## src/rtl/irig_b_pkg.sv

```systemverilog
// Shared constants, time-of-year record and helpers for the
// IRIG-B encoder and its time-of-year counter.
package irig_b_pkg;

   localparam int CLKS_PER_BIT   = 100;
   localparam int BITS_PER_FRAME = 100;
   localparam int CNT_W          = 7;

   localparam int HI_P    = 80;
   localparam int HI_ONE  = 50;
   localparam int HI_ZERO = 20;

   localparam logic [CNT_W-1:0] LAST_SMP = CNT_W'(CLKS_PER_BIT - 1);
   localparam logic [CNT_W-1:0] LAST_BIT = CNT_W'(BITS_PER_FRAME - 1);

   localparam int SEC_U  = 1;
   localparam int SEC_T  = 6;
   localparam int MIN_U  = 10;
   localparam int MIN_T  = 15;
   localparam int HOUR_U = 20;
   localparam int HOUR_T = 25;
   localparam int DAY_U  = 30;
   localparam int DAY_T  = 35;
   localparam int DAY_H  = 40;
   localparam int YEAR_U = 50;
   localparam int YEAR_T = 55;

   localparam int SBS_BIT = 80;
   localparam int SBS_W   = 17;

   typedef enum logic {
      S_IDLE,
      S_RUN
   } enc_state_t;

   typedef struct packed {
      logic [7:0] year;
      logic [9:0] day;
      logic [7:0] hour;
      logic [7:0] min;
      logic [7:0] sec;
   } irig_time_t;

   localparam irig_time_t RESET_TIME = '{
      year: 8'h00, day: 10'h001,
      hour: 8'h00, min: 8'h00, sec: 8'h00
   };

   function automatic logic is_marker(
      input logic [CNT_W-1:0] b
   );
      return b inside {
         7'd0,  7'd9,  7'd19, 7'd29, 7'd39, 7'd49,
         7'd59, 7'd69, 7'd79, 7'd89, 7'd99
      };
   endfunction

   function automatic logic [CNT_W-1:0] hi_len(
      input logic marker,
      input logic val
   );
      logic [CNT_W-1:0] len;
      unique case (1'b1)
         marker:         len = CNT_W'(HI_P);
         !marker && val: len = CNT_W'(HI_ONE);
         default:        len = CNT_W'(HI_ZERO);
      endcase
      return len;
   endfunction

   function automatic logic [7:0] bcd_inc8(
      input logic [7:0] v
   );
      if (v[3:0] == 4'h9)
         return {v[7:4] + 4'h1, 4'h0};
      return {v[7:4], v[3:0] + 4'h1};
   endfunction

   function automatic logic [9:0] bcd_inc_day(
      input logic [9:0] v
   );
      if (v[3:0] != 4'h9)
         return {v[9:4], v[3:0] + 4'h1};
      if (v[7:4] != 4'h9)
         return {v[9:8], v[7:4] + 4'h1, 4'h0};
      return {v[9:8] + 2'h1, 8'h00};
   endfunction

   // Year divisible by 4, read straight off the BCD digits.
   function automatic logic is_leap(
      input logic [7:0] y
   );
      if (y[4])
         return y[3:0] inside {4'h2, 4'h6};
      return y[3:0] inside {4'h0, 4'h4, 4'h8};
   endfunction

endpackage

```

## src/rtl/irig_b_time_counter.sv

```systemverilog
// BCD time-of-year register with +1 s carry chain, leap
// handling and a load path that overrides the increment.
module irig_b_time_counter
   import irig_b_pkg::*;
(
   input  logic       clk_10Khz,
   input  logic       rst_n,
   input  logic       tick,
   input  logic       load,
   input  irig_time_t load_val,
   output irig_time_t tod
);

   irig_time_t nxt;
   logic       leap;
   logic       c_min;
   logic       c_hour;
   logic       c_day;
   logic       c_year;

   assign leap = is_leap(tod.year);

   always_comb begin
      c_min  = (tod.sec == 8'h59);
      c_hour = c_min && (tod.min == 8'h59);
      c_day  = c_hour && (tod.hour == 8'h23);
      c_year = c_day &&
               ((tod.day == 10'h366) ||
                (tod.day == 10'h365 && !leap));
      nxt     = tod;
      nxt.sec = c_min ? 8'h00 : bcd_inc8(tod.sec);
      if (c_min)
         nxt.min = c_hour ? 8'h00 : bcd_inc8(tod.min);
      if (c_hour)
         nxt.hour = c_day ? 8'h00 : bcd_inc8(tod.hour);
      if (c_day)
         nxt.day = c_year ? 10'h001 : bcd_inc_day(tod.day);
      if (c_year)
         nxt.year = (tod.year == 8'h99) ? 8'h00
                                        : bcd_inc8(tod.year);
   end

   always_ff @(posedge clk_10Khz or negedge rst_n) begin
      if (!rst_n)
         tod <= RESET_TIME;
      else if (load)
         tod <= load_val;
      else if (tick)
         tod <= nxt;
   end

endmodule

```

## src/rtl/irig_b_encoder.sv

```systemverilog
// IRIG-B00x encoder: 100 b/s DC-level time code driven from
// a local BCD time-of-year with strobe-loaded time set.
module irig_b_encoder
   import irig_b_pkg::*;
(
   input  logic       clk_10Khz,
   input  logic       rst_n,
   input  logic       enable,
   input  logic       set_stb,
   input  logic [7:0] set_sec,
   input  logic [7:0] set_min,
   input  logic [7:0] set_hour,
   input  logic [9:0] set_day,
   input  logic [7:0] set_year,
   output logic       set_ack,
   output logic       irig_b,
   output logic       pps,
   output logic       frame_busy
);

   enc_state_t             state_q;
   enc_state_t             state_d;
   logic [CNT_W-1:0]       bit_cnt;
   logic [CNT_W-1:0]       smp_cnt;
   logic                   busy;
   logic                   frame_end;
   logic                   frame_start;
   logic                   boundary;
   logic                   apply;
   logic                   pend_vld;
   irig_time_t             pend;
   irig_time_t             live;
   irig_time_t             shadow;
   logic [SBS_W-1:0]       sbs;
   logic [SBS_W-1:0]       sbs_nxt;
   logic [BITS_PER_FRAME-1:0] frame;
   logic                   bit_val;
   logic [CNT_W-1:0]       len;
   logic                   unused_bits;

   assign busy        = (state_q == S_RUN);
   assign frame_busy  = busy;
   assign frame_end   = busy && bit_cnt == LAST_BIT &&
                        smp_cnt == LAST_SMP;
   assign frame_start = busy && bit_cnt == '0 &&
                        smp_cnt == '0;
   assign boundary    = frame_end || (!busy && enable);
   assign apply       = boundary && pend_vld;

   always_comb begin
      state_d = state_q;
      unique case (state_q)
         S_IDLE: if (enable) state_d = S_RUN;
         S_RUN:  if (frame_end && !enable) state_d = S_IDLE;
         default: state_d = S_IDLE;
      endcase
   end

   always_ff @(posedge clk_10Khz or negedge rst_n) begin
      if (!rst_n)
         state_q <= S_IDLE;
      else
         state_q <= state_d;
   end

   always_ff @(posedge clk_10Khz or negedge rst_n) begin
      if (!rst_n) begin
         smp_cnt <= '0;
         bit_cnt <= '0;
      end else if (busy) begin
         if (smp_cnt == LAST_SMP) begin
            smp_cnt <= '0;
            bit_cnt <= (bit_cnt == LAST_BIT) ? '0
                                             : bit_cnt + 7'd1;
         end else begin
            smp_cnt <= smp_cnt + 7'd1;
         end
      end
   end

   // A strobe on the boundary cycle itself stays pending.
   always_ff @(posedge clk_10Khz or negedge rst_n) begin
      if (!rst_n) begin
         pend     <= RESET_TIME;
         pend_vld <= 1'b0;
      end else if (set_stb) begin
         pend     <= '{year: set_year, day: set_day,
                       hour: set_hour, min: set_min,
                       sec: set_sec};
         pend_vld <= 1'b1;
      end else if (apply) begin
         pend_vld <= 1'b0;
      end
   end

   irig_b_time_counter u_time (
      .clk_10Khz (clk_10Khz),
      .rst_n     (rst_n),
      .tick      (frame_end),
      .load      (apply),
      .load_val  (pend),
      .tod       (live)
   );

   always_ff @(posedge clk_10Khz or negedge rst_n) begin
      if (!rst_n)
         shadow <= RESET_TIME;
      else if (frame_start)
         shadow <= live;
   end

   always_comb begin
      sbs_nxt = SBS_W'(shadow.hour[5:4]) * 17'd36000 +
                SBS_W'(shadow.hour[3:0]) * 17'd3600  +
                SBS_W'(shadow.min[6:4])  * 17'd600   +
                SBS_W'(shadow.min[3:0])  * 17'd60    +
                SBS_W'(shadow.sec[6:4])  * 17'd10    +
                SBS_W'(shadow.sec[3:0]);
   end

   always_ff @(posedge clk_10Khz or negedge rst_n) begin
      if (!rst_n)
         sbs <= '0;
      else
         sbs <= sbs_nxt;
   end

   assign unused_bits = ^{shadow.sec[7], shadow.min[7],
                          shadow.hour[7:6]};

   always_comb begin
      frame                     = '0;
      frame[SEC_U  +: 4]        = shadow.sec[3:0];
      frame[SEC_T  +: 3]        = shadow.sec[6:4];
      frame[MIN_U  +: 4]        = shadow.min[3:0];
      frame[MIN_T  +: 3]        = shadow.min[6:4];
      frame[HOUR_U +: 4]        = shadow.hour[3:0];
      frame[HOUR_T +: 2]        = shadow.hour[5:4];
      frame[DAY_U  +: 4]        = shadow.day[3:0];
      frame[DAY_T  +: 4]        = shadow.day[7:4];
      frame[DAY_H  +: 2]        = shadow.day[9:8];
      frame[YEAR_U +: 4]        = shadow.year[3:0];
      frame[YEAR_T +: 4]        = shadow.year[7:4];
      frame[SBS_BIT +: SBS_W]   = sbs;
   end

   assign bit_val = frame[bit_cnt];
   assign len     = hi_len(is_marker(bit_cnt), bit_val);

   always_ff @(posedge clk_10Khz or negedge rst_n) begin
      if (!rst_n) begin
         irig_b  <= 1'b0;
         pps     <= 1'b0;
         set_ack <= 1'b0;
      end else begin
         irig_b  <= busy && (smp_cnt < len);
         pps     <= frame_start;
         set_ack <= apply;
      end
   end

endmodule

```

## config.mk

```make
export PLATFORM = sky130hd
export DESIGN_NAME = irig_b_encoder
export DESIGN_NICKNAME = d
export VERILOG_FILES = /design/src/rtl/irig_b_pkg.sv /design/src/rtl/irig_b_time_counter.sv /design/src/rtl/irig_b_encoder.sv
export SDC_FILE = /design/constraint.sdc
export NUM_CORES = 1
export LEC_CHECK = 0
export CAP_MARGIN = 5
export CORE_UTILIZATION = 60
export CTS_BUF_LIST = sky130_fd_sc_hd__clkbuf_8
export CTS_CLUSTER_DIAMETER = 120
export DETAILED_ROUTE_END_ITERATION = 12
export PLACE_DENSITY = 0.89
export SYNTH_ARGS = -nofsm -noshare
export SYNTH_HDL_FRONTEND = slang
export SYNTH_HIERARCHICAL = 1
export SYNTH_SLANG_ARGS = --single-unit
```

## constraint.sdc

```tcl
create_clock -name clk_10Khz -period 7.1 [get_ports clk_10Khz]
set_input_delay 1.42 -clock clk_10Khz [delete_from_list [all_inputs] [get_ports clk_10Khz]]
set_output_delay 1.42 -clock clk_10Khz [all_outputs]
set_load 0.05 [all_outputs]
```

After elaboration in Yosys (flattened, before gate mapping)
Index checks and enable logic that the tools add are counted.

word-level totals
  input port bits = 46
  bits in registers = 158
  output and inout bits = 4

cells by class
  $mul = 5
  $add $sub $neg = 18
  bitwise operators = 1
  multiplexer cells = 48
  equal/unequal tests = 28
  reduce and logical (&&, ||, !) cells = 45
  order comparisons = 2

operator list
  cell                     count
  $mux W8                  15
  $mux W42                 2
  $mux W10                 6
  $add A4 B1 Y4 const B    10
  $eq A7 B7 Y1 const B     5
  $eq A7 B6 Y1 const B     3
  $eq A10 B10 Y1 const B   2
  $eq A4 B4 Y1 const B     5
  $mux W1                  20
  $add A17 B10 Y17         1
  $add A17 B13 Y17         1
  $add A17 B16 Y17         1
  $add A17 B4 Y17          1
  $add A17 B7 Y17          1
  $eq A8 B7 Y1 const B     2
  $reduce_bool A3 Y1       5
  $add A7 B1 Y7 const B    2
  $eq A7 B5 Y1 const B     2
  $logic_not A7 Y1         2
  $mux W7                  2
  $pmux W7 S2              1
  $reduce_bool A2 Y1       7
  $logic_and A1 B1 Y1      13
  $mul A2 B11 Y12 const B  1
  23 further kinds         37

Longest topological paths before layout
Gate-level depths: netlist of run 1.

  depth in word-level cells = 14
  depth in mapped cells = 18
  gate-level depth less buffers = 18

Modules after synthesis
Netlist of run 1, hierarchy kept.

modules (own cells, without submodules)
  module               cells each  seq. area each (um^2)  instances  area an instance (um^2)
  irig_b_encoder       682         2,905.3                1          7,293.2
  irig_b_time_counter  334         1,052.3                1          2,919.0

Worst setup path before layout of run 1
Ideal clock, no wire load.

  kind = register -> register
  start = reg shadow (netlist bit frame[10])
  end = reg sbs[16]
  slack = 2.152 ns
  buffers on the path = 0
  library setup time = 0.069 ns
  stages on the path, launching flop included = 16
  arrival = 4.878 ns
  path through = dfrtp_1 fa_1 fa_1 inv_1 fa_1 fa_1 fa_1 inv_1 fa_1 a21o_1 a21oi_1 o21bai_1 a21oi_1 o221ai_1 or4_1 nand3_1

between the ends
  word-level cells in the longest chain between the ends = 4

ends and longest elaborated chain
  element                 RTL line               RTL
  start, declared         irig_b_encoder.sv:33   irig_time_t shadow;
  start signal, assigned  irig_b_encoder.sv:109  shadow <= live;
  $mul A4 B4 Y8           irig_b_encoder.sv:116  SBS_W'(shadow.min[3:0]) * 17'd60 +
  $add A17 B10 Y17        irig_b_encoder.sv:115  SBS_W'(shadow.min[6:4]) * 17'd600 +
  $add A17 B7 Y17         irig_b_encoder.sv:116
  $add A17 B4 Y17         irig_b_encoder.sv:117  SBS_W'(shadow.sec[6:4]) * 17'd10 +
  via sbs_nxt[16]         irig_b_encoder.sv:35   logic [SBS_W-1:0] sbs_nxt;
  end signal, assigned    irig_b_encoder.sv:125  sbs <= sbs_nxt;
  end, declared           irig_b_encoder.sv:34   logic [SBS_W-1:0] sbs;

The timed path passes the listed nets, and every way through them passes these cells.
A chain may end at the register's enable or synchronous reset.

Worst setup path in the final report of run 1
Same ends and word-level chain as after synthesis.

==> impl_metrics.tcl, run 1 <==
set metrics [dict create \
    rsz0062_at_grt "no" \
    cp_top_family "adder cells" \
    drive_gt1_share_pct 10.60 \
    clockBufferDepth 2 \
    fin_tns_setup_ps 0 \
    utilization_pct 67.56 \
    final_cell_mix "dfrtp_1 (155), nand2_1 (149), ha_1 (90), inv_1 (82), o21ai_0 (54)" \
    clockPowerShare_pct 40.3 \
    grt-ovfl-total 0 \
    syn_area_sq_mm 0.01021 \
    path_max_fanout 5 \
    clock_latency_ps 460 \
    yosys_most_used_dff "dfrtp_1" \
    post-route-period-util_pct 75.27 \
    worstSetupPathType "flop to flop" \
    cts_sinks 158 \
    holdWs_ps 481.0 \
    area_growth_pct 9.716 \
    crit_path_start_kind "flop" \
    setup_viol 0 \
    fillers 1233 \
    outcome "completed" \
    leakagePower_uw 0.005002 \
    wl_per_cell_um 17.09 \
    grt_usage_pct 26.35 \
    combinationalPowerShare_pct 4.3 \
    die_y_um 132.5 \
    portBuffers 49 \
    grt_pass1_wl_um 36960 \
    crit_top_cell "fa_1" \
    cts_tree "done" \
    hpwl_um 15270 \
    io_pins 50 \
    p_sw_uw 394.0 \
    fin_skew_ps 12.52 \
    netlist_instances 1016 \
    first_pass_iters 6 \
    worstRegToRegCells 15 \
    cap_violations 0 \
    start_util_pct 61.58 \
    synth_seq_cells 158 \
    gp_congestion 0.8500 \
    synth_warnings 6 \
    drc_errors 0 \
    multi_input_area_sq_mm 0.005741 \
    std_cell_rows 47 \
    grt_max_degree 106 \
    slowest_delay_ps 560 \
    fp.dieW_um 132.5 \
    maxSlewViolCount 0 \
    holdBufCountCts 0 \
    finalPower_uw 1693 \
    h-tree-depth 4 \
    wl_um 21820 \
    postCtsSetupRepairBufs 0 \
    cts_resized 0 \
    regArea_sq_mm 0.003958 \
    hold_depth 2 \
    async_flop_share_pct 100.0 \
    max_slew.worst_pin.slew_ps 1144 \
    mostFrequentLayoutCell "dfrtp_1" \
    fp.coreArea_sq_mm 0.01658 \
    syn_area_per_cell_sq_um 10.05 \
    antenna_found_initial 0 \
    crit_required_ps 7500 \
    finalNetCount 1208 \
    crit_slowest_cell "fa_1" \
    slew_headroom_pct 22.72 \
    min_period_ps 5344 \
    pwr_density_cell_mw_per_mm2 151.1 \
    n_antenna_cell 0 \
    yosysSeqAreaShare_pct 38.75 \
    yosysUniqueCellTypes 82 \
    p_int_uw 1299 \
    endpoint_kind "flop" \
    cts_root_buf "clkbuf_8" \
    path_buf_inv 2 \
    peakVddDrop_v 0.0001555 \
    swShare_pct 23.27 \
    avgViaCountPerCell 6.139 \
    path_cells "fa_1 > fa_1 > inv_1 > fa_1 > fa_1 > fa_1 > inv_1 > fa_1 > a21o_1 > a21oi_1 > o21bai_1 > a21oi_1 > o221ai_1 > or4_1 > nand3_1" \
    num_vias 7839 \
    holdCritPathClass "flop to flop" \
    crit_arrival_ps 5740 \
    drt_iter0_markers 567 \
    hold_violations 0 \
    seqPwrFrac_pct 55.4 \
    grt_pass1_vias 7716 \
    ant_nets 0 \
    dieArea_sq_mm 0.01755 \
    clk_pin_slew_worst_paths_ps 90 \
    synth.net_count 1180 \
    cts_made_buffers 17 \
    fmax_mhz 187.1 \
    crit_cells 15 \
    synth_edf_count 0 \
]
path summary, 6_finish.rpt:
path,startpoint,to,slack [ps]
setup / recovery,frame[10],sbs[16],1760
hold / removal,frame[31],frame[31],480
setup reg to reg,frame[10],sbs[16],1760
hold reg to reg,frame[31],frame[31],480
max in group asynchronous,rst_n,u_time/tod[27],4790
min in group asynchronous,rst_n,smp_cnt[3],1060
state kept, by name, indices dropped and copies added, names as in the netlist:
signal / count
pend: 42
u_time/tod: 42
frame: 38
sbs: 17
bit_cnt: 7
smp_cnt: 7
frame_busy: 1
irig_b: 1
pend_vld: 1
pps: 1
set_ack: 1
layer usage:
metal  part of all wire, %  GRT usage (%)
met5                     0              0
met4                   3.7          12.71
met3                   5.0          5.096
met2                    49          42.78
met1                    43          34.12
cell families (layout without fill, tap and decap cells):
logic type	count (synthesis)	after routing	synth area share, %
simple gates	324	324	16.16
buf+inv	126	167	5.109
compound gates	189	189	12.29
fa+ha+maj	118	118	16.52
flops	158	158	38.75
mux	70	70	8.515
xor+xnor	31	31	2.659
metrics by stage:
stage	worst slack, ps	cells	area [sq um]
floorplan	2152	1016	10210
global placement	2013	1245	10810
detailed placement	1785	1245	10810
CTS	1778	1277	11200
global route	1525	1277	11200
finish	1756	1277	11200
power groups by stage:
| stage | Sequential [uW] | Clock (uW) | Combinational [uW] |
|---|---|---|---|
| 3_3_place_gp | 954 | 0 | 72.6 |
| 3_5_place_dp | 956 | 0 | 75.0 |
| 6_report | 938 | 682 | 73.1 |
| 5_1_grt | 941 | 726 | 82.2 |
| 4_1_cts | 938 | 690 | 75.2 |
| 2_1_floorplan | 950 | 0 | 29.4 |
Yosys cell counts (6+ instances only):
cell | n | share of area, %
nand2b_1 | 11 | 0.67
mux2i_1 | 16 | 1.6
a31oi_1 | 8 | 0.49
o21bai_1 | 6 | 0.44
nand2_1 | 149 | 5.5
xor2_1 | 7 | 0.60
and3_1 | 12 | 0.74
nand4_1 | 15 | 0.92
mux2_2 | 44 | 4.9
a22oi_1 | 6 | 0.44
nor3_1 | 19 | 0.93
fa_1 | 28 | 5.5
buf_1 | 8 | 0.29
xnor2_1 | 24 | 2.1
nor2b_1 | 11 | 0.67
a21oi_1 | 39 | 1.9
ha_1 | 90 | 11
nand3b_1 | 8 | 0.59
clkbuf_1 | 27 | 0.99
a21o_1 | 9 | 0.66
nor4_1 | 6 | 0.37
o21ai_0 | 54 | 2.6
dfrtp_1 | 155 | 38
nor2_1 | 26 | 0.96
nand3_1 | 29 | 1.4
inv_1 | 80 | 2.9
mux4_2 | 6 | 1.3
tightest hold or removal path, stage by stage, from the launching register on:
cell and delay, ps:
dfrtp_1 350, nand2_1 50, nand2_1 50
final cells by class:
cell class,count,area share [%]
Clock buffer,19,2.334
Multi-Input combinational cell,732,51.23
Sequential cell,158,35.32
Tap cell,220,2.457
Timing Repair Buffer,55,4.746
Clock inverter,13,1.228
Inverter,80,2.680
(Power assumes the default switching activity.)
==> run 2, diff against run 1 <==
--- a/config.mk
+++ b/config.mk
@@ -6,7 +6,7 @@
 export NUM_CORES = 1
 export LEC_CHECK = 0
 export CAP_MARGIN = 5
-export CORE_UTILIZATION = 60
+export CORE_UTILIZATION = 57
 export CTS_BUF_LIST = sky130_fd_sc_hd__clkbuf_8
 export CTS_CLUSTER_DIAMETER = 120
 export DETAILED_ROUTE_END_ITERATION = 12
==> constraint.sdc (replaced) <==
create_clock -name clk_10Khz -period 4.8 [get_ports clk_10Khz]
set_input_delay 0.96 -clock clk_10Khz [delete_from_list [all_inputs] [get_ports clk_10Khz]]
set_output_delay 0.96 -clock clk_10Khz [all_outputs]
set_load 0.05 [all_outputs]
==> run 2 against run 1 <==
Compared with the run above:
- worst setup slack worse by 1800 ps
- core utilization is 1.3 points lower
- non-clock buffer count is 24 higher
- global-route usage is 0.11 points lower
- clock skew is 0.65 ps lower
- combinational power is 52% higher
- power is 52% higher
- sequential power is 48% higher
- fmax is 10% higher
- via count is 2.1% higher
- register-to-register slack worse by 1800 ps
- flip-flop and latch count stayed put
- the run now ends with negative setup slack left
==> impl_metrics.tcl, run 2 (synthesis results as in run 1) <==
set metrics [dict create \
    outcome "complete, but fails checks" \
    violations "negative setup slack" \
    holdBufCountCts 0 \
    final_cell_mix "dfrtp_1 (155), nand2_1 (149), ha_1 (84), inv_1 (78), o21ai_0 (52)" \
    grt_pass1_vias 7896 \
    clockBufferDepth 2 \
    holdCritPathClass "flop to flop" \
    area_growth_pct 13.07 \
    cts_tree "done" \
    post-route-period-util_pct 100.8 \
    portBuffers 49 \
    grt_max_degree 110 \
    min_period_ps 4840 \
    fmax_mhz 206.6 \
    worstSetupPathType "flop to flop" \
    slowest_delay_ps 550 \
    path_cells "fa_1 > fa_1 > inv_2 > fa_2 > fa_1 > fa_1 > inv_2 > fa_2 > a21o_1 > a21oi_2 > o21bai_1 > a21oi_2 > o221ai_2 > or4_1 > nand3_1" \
    r2r-end "sbs[16]" \
    start_util_pct 58.64 \
    die_y_um 135.9 \
    holdWs_ps 460.9 \
    std_cell_rows 48 \
    r2r_start "frame[12]" \
    first_pass_iters 6 \
    avgViaCountPerCell 6.129 \
    drc_errors 0 \
    grt-ovfl-total 0 \
    cts_sinks 158 \
    peakVddDrop_v 0.0001676 \
    cts_root_buf "clkbuf_8" \
    hpwl_um 15560 \
    maxSlewViolCount 0 \
    n_antenna_cell 0 \
    clk_pin_slew_worst_paths_ps 90 \
    antenna_found_initial 1 \
    rrSetupSlack_ps -40 \
    crit_path_start_kind "flop" \
    num_vias 8004 \
    hold_path_startpoint "frame[1]" \
    max_slew.worst_pin.slew_ps 1114 \
    h-tree-depth 4 \
    path_max_fanout 2 \
    setup_slack_ps -40.09 \
    grt_usage_pct 26.25 \
    final_cells 1306 \
    grt_pass1_wl_um 37950 \
    whs_endpoint "sbs[0]" \
    clock_latency_ps 460 \
    io_pins 50 \
    crit_arrival_ps 5220 \
    mostFrequentLayoutCell "dfrtp_1" \
    dieArea_sq_mm 0.01846 \
    crit_top_cell "fa_1" \
    gp_congestion 0.8860 \
    finalNetCount 1232 \
    crit_slowest_cell "fa_2" \
    fp.coreArea_sq_mm 0.01742 \
    setup_viol 2 \
    slew_headroom_pct 24.70 \
    rsz0062_at_grt "yes" \
    drt_iter0_markers 648 \
    leakagePower_uw 0.005128 \
    drive_gt1_share_pct 14.52 \
    pwr_density_cell_mw_per_mm2 222.2 \
    hold_violations 0 \
    cap_violations 0 \
    wl_um 23300 \
    hold_depth 0 \
    endpoint_kind "flop" \
    wl_per_cell_um 17.84 \
    fp.dieW_um 135.9 \
    fin_skew_ps 11.87 \
    ant_nets 0 \
    dp.cells 1265 \
    crit_required_ps 5180 \
    cts_made_buffers 17 \
    worstRegToRegCells 15 \
]
==> run 2: worst max-delay path by stage <==
stage | cells past startpoint | endpoint | start
after floorplan | 15 | sbs[16] | frame[10]
after global placement | 15 | sbs[16] | frame[11]
after detailed placement | 15 | sbs[16] | frame[11]
after CTS | 15 | sbs[16] | frame[10]
after global routing | 15 | sbs[16] | frame[12]
final | 15 | sbs[16] | frame[12]
==> run 2: cell type report <==
| cell class | instances | area [sq um] |
|---|---|---|
| inverter | 80 | 300.3 |
| multi-input combinational | 732 | 5856 |
| timing repair buffer | 79 | 715.7 |
| clock buffer | 23 | 316.6 |
| sequential | 158 | 3958 |
| tap | 225 | 281.5 |
| clock inverter | 9 | 120.1 |
| fill | 1221 | 5869 |
==> run 2: per-layer routing <==
metal	GRT usage [%]	routed length (um)	vias up
li1	-	-	3690
met1	33.38	9595	3909
met2	43.85	11480	325
met3	4.064	1196	78
met4	12.72	1015	2
met5	0	13	-
==> run 2: power by group <==
| part | switching, uW | internal (uW) | leakage, uW | total, uW |
|---|---|---|---|---|
| Sequential | 21.9 | 1370 | 0.00179 | 1390 |
| Clock | 511 | 555 | 0.000220 | 1070 |
| Combinational | 47.4 | 64.1 | 0.00312 | 111 |
| Total | 580 | 1980 | 0.00513 | 2570 |
==> run 2: what timing repair did <==
item                                    4_1_cts  5_1_grt
pin swaps                                    22       14
endpoints found under the setup margin        3        5
setup buffers                                 6        4
gates resized for setup                      11        9
==> run 2: stage by stage <==
step                      util [%]  setup slack [ps]  cell area (sq um)  TNS [ps]  total power (uW)
after global routing         66.30            -203.7              11550    -406.5              2652
final                        66.30            -40.09              11550    -66.32              2565
after floorplan                  -             4.500              10230         0              1449
after CTS                    65.88            -68.41              11470    -68.41              2576
after detailed placement     62.80            -170.9              10940    -258.9              1528
after global placement       62.80             25.84              10940         0              1520
==> run 2: worst max-delay path: cells and delay by family, from the launching register on <==
kind	cells	cell delay (ps)
AOI/OAI and AO/OA	5	770
and+or+nand+nor	2	570
DFF	1	420
buffers and inverters	2	110
adders and majority gates	6	2900
==> run 3, diff against run 2 <==
--- a/config.mk
+++ b/config.mk
@@ -5,7 +5,8 @@
 export SDC_FILE = /design/constraint.sdc
 export NUM_CORES = 1
 export LEC_CHECK = 0
-export CAP_MARGIN = 5
+export CAP_MARGIN = 20
+export CORE_ASPECT_RATIO = 1.25
 export CORE_UTILIZATION = 57
 export CTS_BUF_LIST = sky130_fd_sc_hd__clkbuf_8
 export CTS_CLUSTER_DIAMETER = 120
==> constraint.sdc (replaced) <==
create_clock -name clk_10Khz -period 4.8 [get_ports clk_10Khz]
set_input_delay 0.96 -clock clk_10Khz [delete_from_list [all_inputs] [get_ports clk_10Khz]]
set_output_delay 0.96 -clock clk_10Khz [all_outputs]
set_load 0.005 [all_outputs]
==> run 3 against run 2 <==
Compared with the run above:
- first-iteration DRC count is 21% lower
- global-route usage is 0.74 points higher
- critical path depth stayed put
- critical endpoint unchanged
- highest routed layer is now met4
- clock skew is 2.9 ps lower
- the flow still finishes with violations (negative setup slack)
- sequential share of layout area is 0.13 points lower
- register-to-register slack worse by 50 ps
==> impl_metrics.tcl, run 3 (synthesis results as in run 1) <==
set metrics [dict create \
    n_antenna_cell 0 \
    endpoint_kind "flop" \
    max_slew.worst_pin.slew_ps 955.9 \
    clk_pin_slew_worst_paths_ps 80 \
    seqPwrFrac_pct 54.9 \
    dieArea_sq_mm 0.01846 \
    cts_tree "done" \
    gp_congestion 0.8849 \
    crit_arrival_ps 5300 \
    cts_sinks 158 \
    peakVddDrop_v 0.0002358 \
    cap_violations 0 \
    combinationalPowerShare_pct 4.4 \
    grt_usage_pct 26.99 \
    clockBufferDepth 2 \
    clock_latency_ps 470 \
    cts_made_buffers 17 \
    avgViaCountPerCell 6.143 \
    antenna_found_initial 0 \
    grt_max_degree 94 \
    maxSlewViolCount 0 \
    hpwl_um 15850 \
    outcome "complete, but fails checks" \
    crit_path_start_kind "flop" \
    first_pass_iters 5 \
    fmax_mhz 204.4 \
    pwr_density_cell_mw_per_mm2 217.7 \
    die_y_um 151.7 \
    slew_headroom_pct 36.28 \
    min_period_ps 4893 \
    slowest_delay_ps 560 \
    mostFrequentLayoutCell "dfrtp_1" \
    holdWs_ps 453.9 \
    fin_skew_ps 8.943 \
    fp.dieW_um 121.7 \
    grt-ovfl-total 0 \
    drive_gt1_share_pct 15.08 \
    clockPowerShare_pct 40.7 \
    fp.coreArea_sq_mm 0.01750 \
    utilization_pct 66.24 \
    drt_iter0_markers 513 \
    holdBufCountCts 0 \
    num_vias 8016 \
    path_cells "fa_1 > fa_1 > inv_2 > fa_2 > fa_1 > fa_1 > inv_2 > fa_2 > a21o_1 > a21oi_2 > o21bai_1 > a21oi_2 > o221ai_2 > or4_4 > nand3_2" \
    post-route-period-util_pct 101.9 \
    path_max_fanout 2 \
    area_growth_pct 13.50 \
    portBuffers 49 \
    p_sw_uw 585.5 \
    io_pins 50 \
    violations "negative setup slack" \
    grt_pass1_wl_um 38900 \
    dp_slack_ps -108.9 \
    final_cell_mix "dfrtp_1 (155), nand2_1 (149), ha_1 (84), inv_1 (79), o21ai_0 (54)" \
    drc_errors 0 \
    crit_top_cell "fa_1" \
    h-tree-depth 4 \
    finalPower_uw 2523 \
    std_cell_rows 54 \
    grt_pass1_vias 7987 \
    rsz0062_at_grt "yes" \
    start_util_pct 58.36 \
    ant_nets 0 \
    p_int_uw 1938 \
    leakagePower_uw 0.005121 \
    swShare_pct 23.20 \
    wl_um 23380 \
    holdCritPathClass "flop to flop" \
    wl_per_cell_um 17.91 \
    crit_required_ps 5200 \
    worstSetupPathType "flop to flop" \
    setup_slack_ps -93.11 \
    hold_violations 0 \
    cts_root_buf "clkbuf_8" \
    finalNetCount 1232 \
    crit_slowest_cell "fa_2" \
    setup_viol 2 \
]
run 3: worst paths after layout:
check	slack (ps)	cells after the start	startpoint	end
min in group asynchronous	570	1	rst_n	irig_b
setup reg to reg	-90	15	frame[12]	sbs[16]
hold reg to reg	450	0	frame[1]	sbs[0]
hold / removal	450	0	frame[1]	sbs[0]
max in group asynchronous	3210	2	rst_n	u_time/tod[24]
setup / recovery	-90	15	frame[12]	sbs[16]
run 3: cell type report:
| class | instances | area (sq um) |
|---|---|---|
| Clock inverter | 12 | 133.9 |
| Timing Repair Buffer | 79 | 715.7 |
| Tap cell | 224 | 280.3 |
| Multi-Input combinational cell | 732 | 5928 |
| Sequential cell | 158 | 3958 |
| Clock buffer | 20 | 275.3 |
| Inverter | 80 | 300.3 |
| Fill cell | 1200 | 5908 |
run 3: power groups by stage:
stage	logic, uW	clock network (uW)	registers, uW
after detailed placement	113	0	1410
after CTS	113	1040	1390
after floorplan	43.5	0	1410
final	110	1030	1390
after global routing	123	1090	1390
after global placement	108	0	1410
run 3: metal layers:
layer  track usage [%]  routed length, um
met3             4.266               1083
met5                 0                  0
met2             47.13              12010
met1             32.41               9231
met4             13.09               1047
run 3: timing repair:
item | CTS | global route
setup endpoints to repair | 2 | 7
buffers inserted | 10 | 3
pin swaps | 24 | 25
resized for setup | 15 | 15
run 3: worst max-delay path: cells and delay by family (launching register included):
| family | cells | cell delay (ps) |
|---|---|---|
| adders and majority gates | 6 | 2980 |
| AOI/OAI and AO/OA | 5 | 730 |
| and+or+nand+nor | 2 | 570 |
| DFF | 1 | 410 |
| buffers and inverters | 2 | 120 |
run 3: stage by stage:
step | instance area, sq um | std cells | TNS [ps]
after detailed placement | 10930 | 1263 | -214.1
after floorplan | 10230 | 1016 | 0
final | 11590 | 1305 | -162.5
after global placement | 10930 | 1263 | 0
after global routing | 11590 | 1305 | -603.4
after CTS | 11500 | 1305 | -76.32
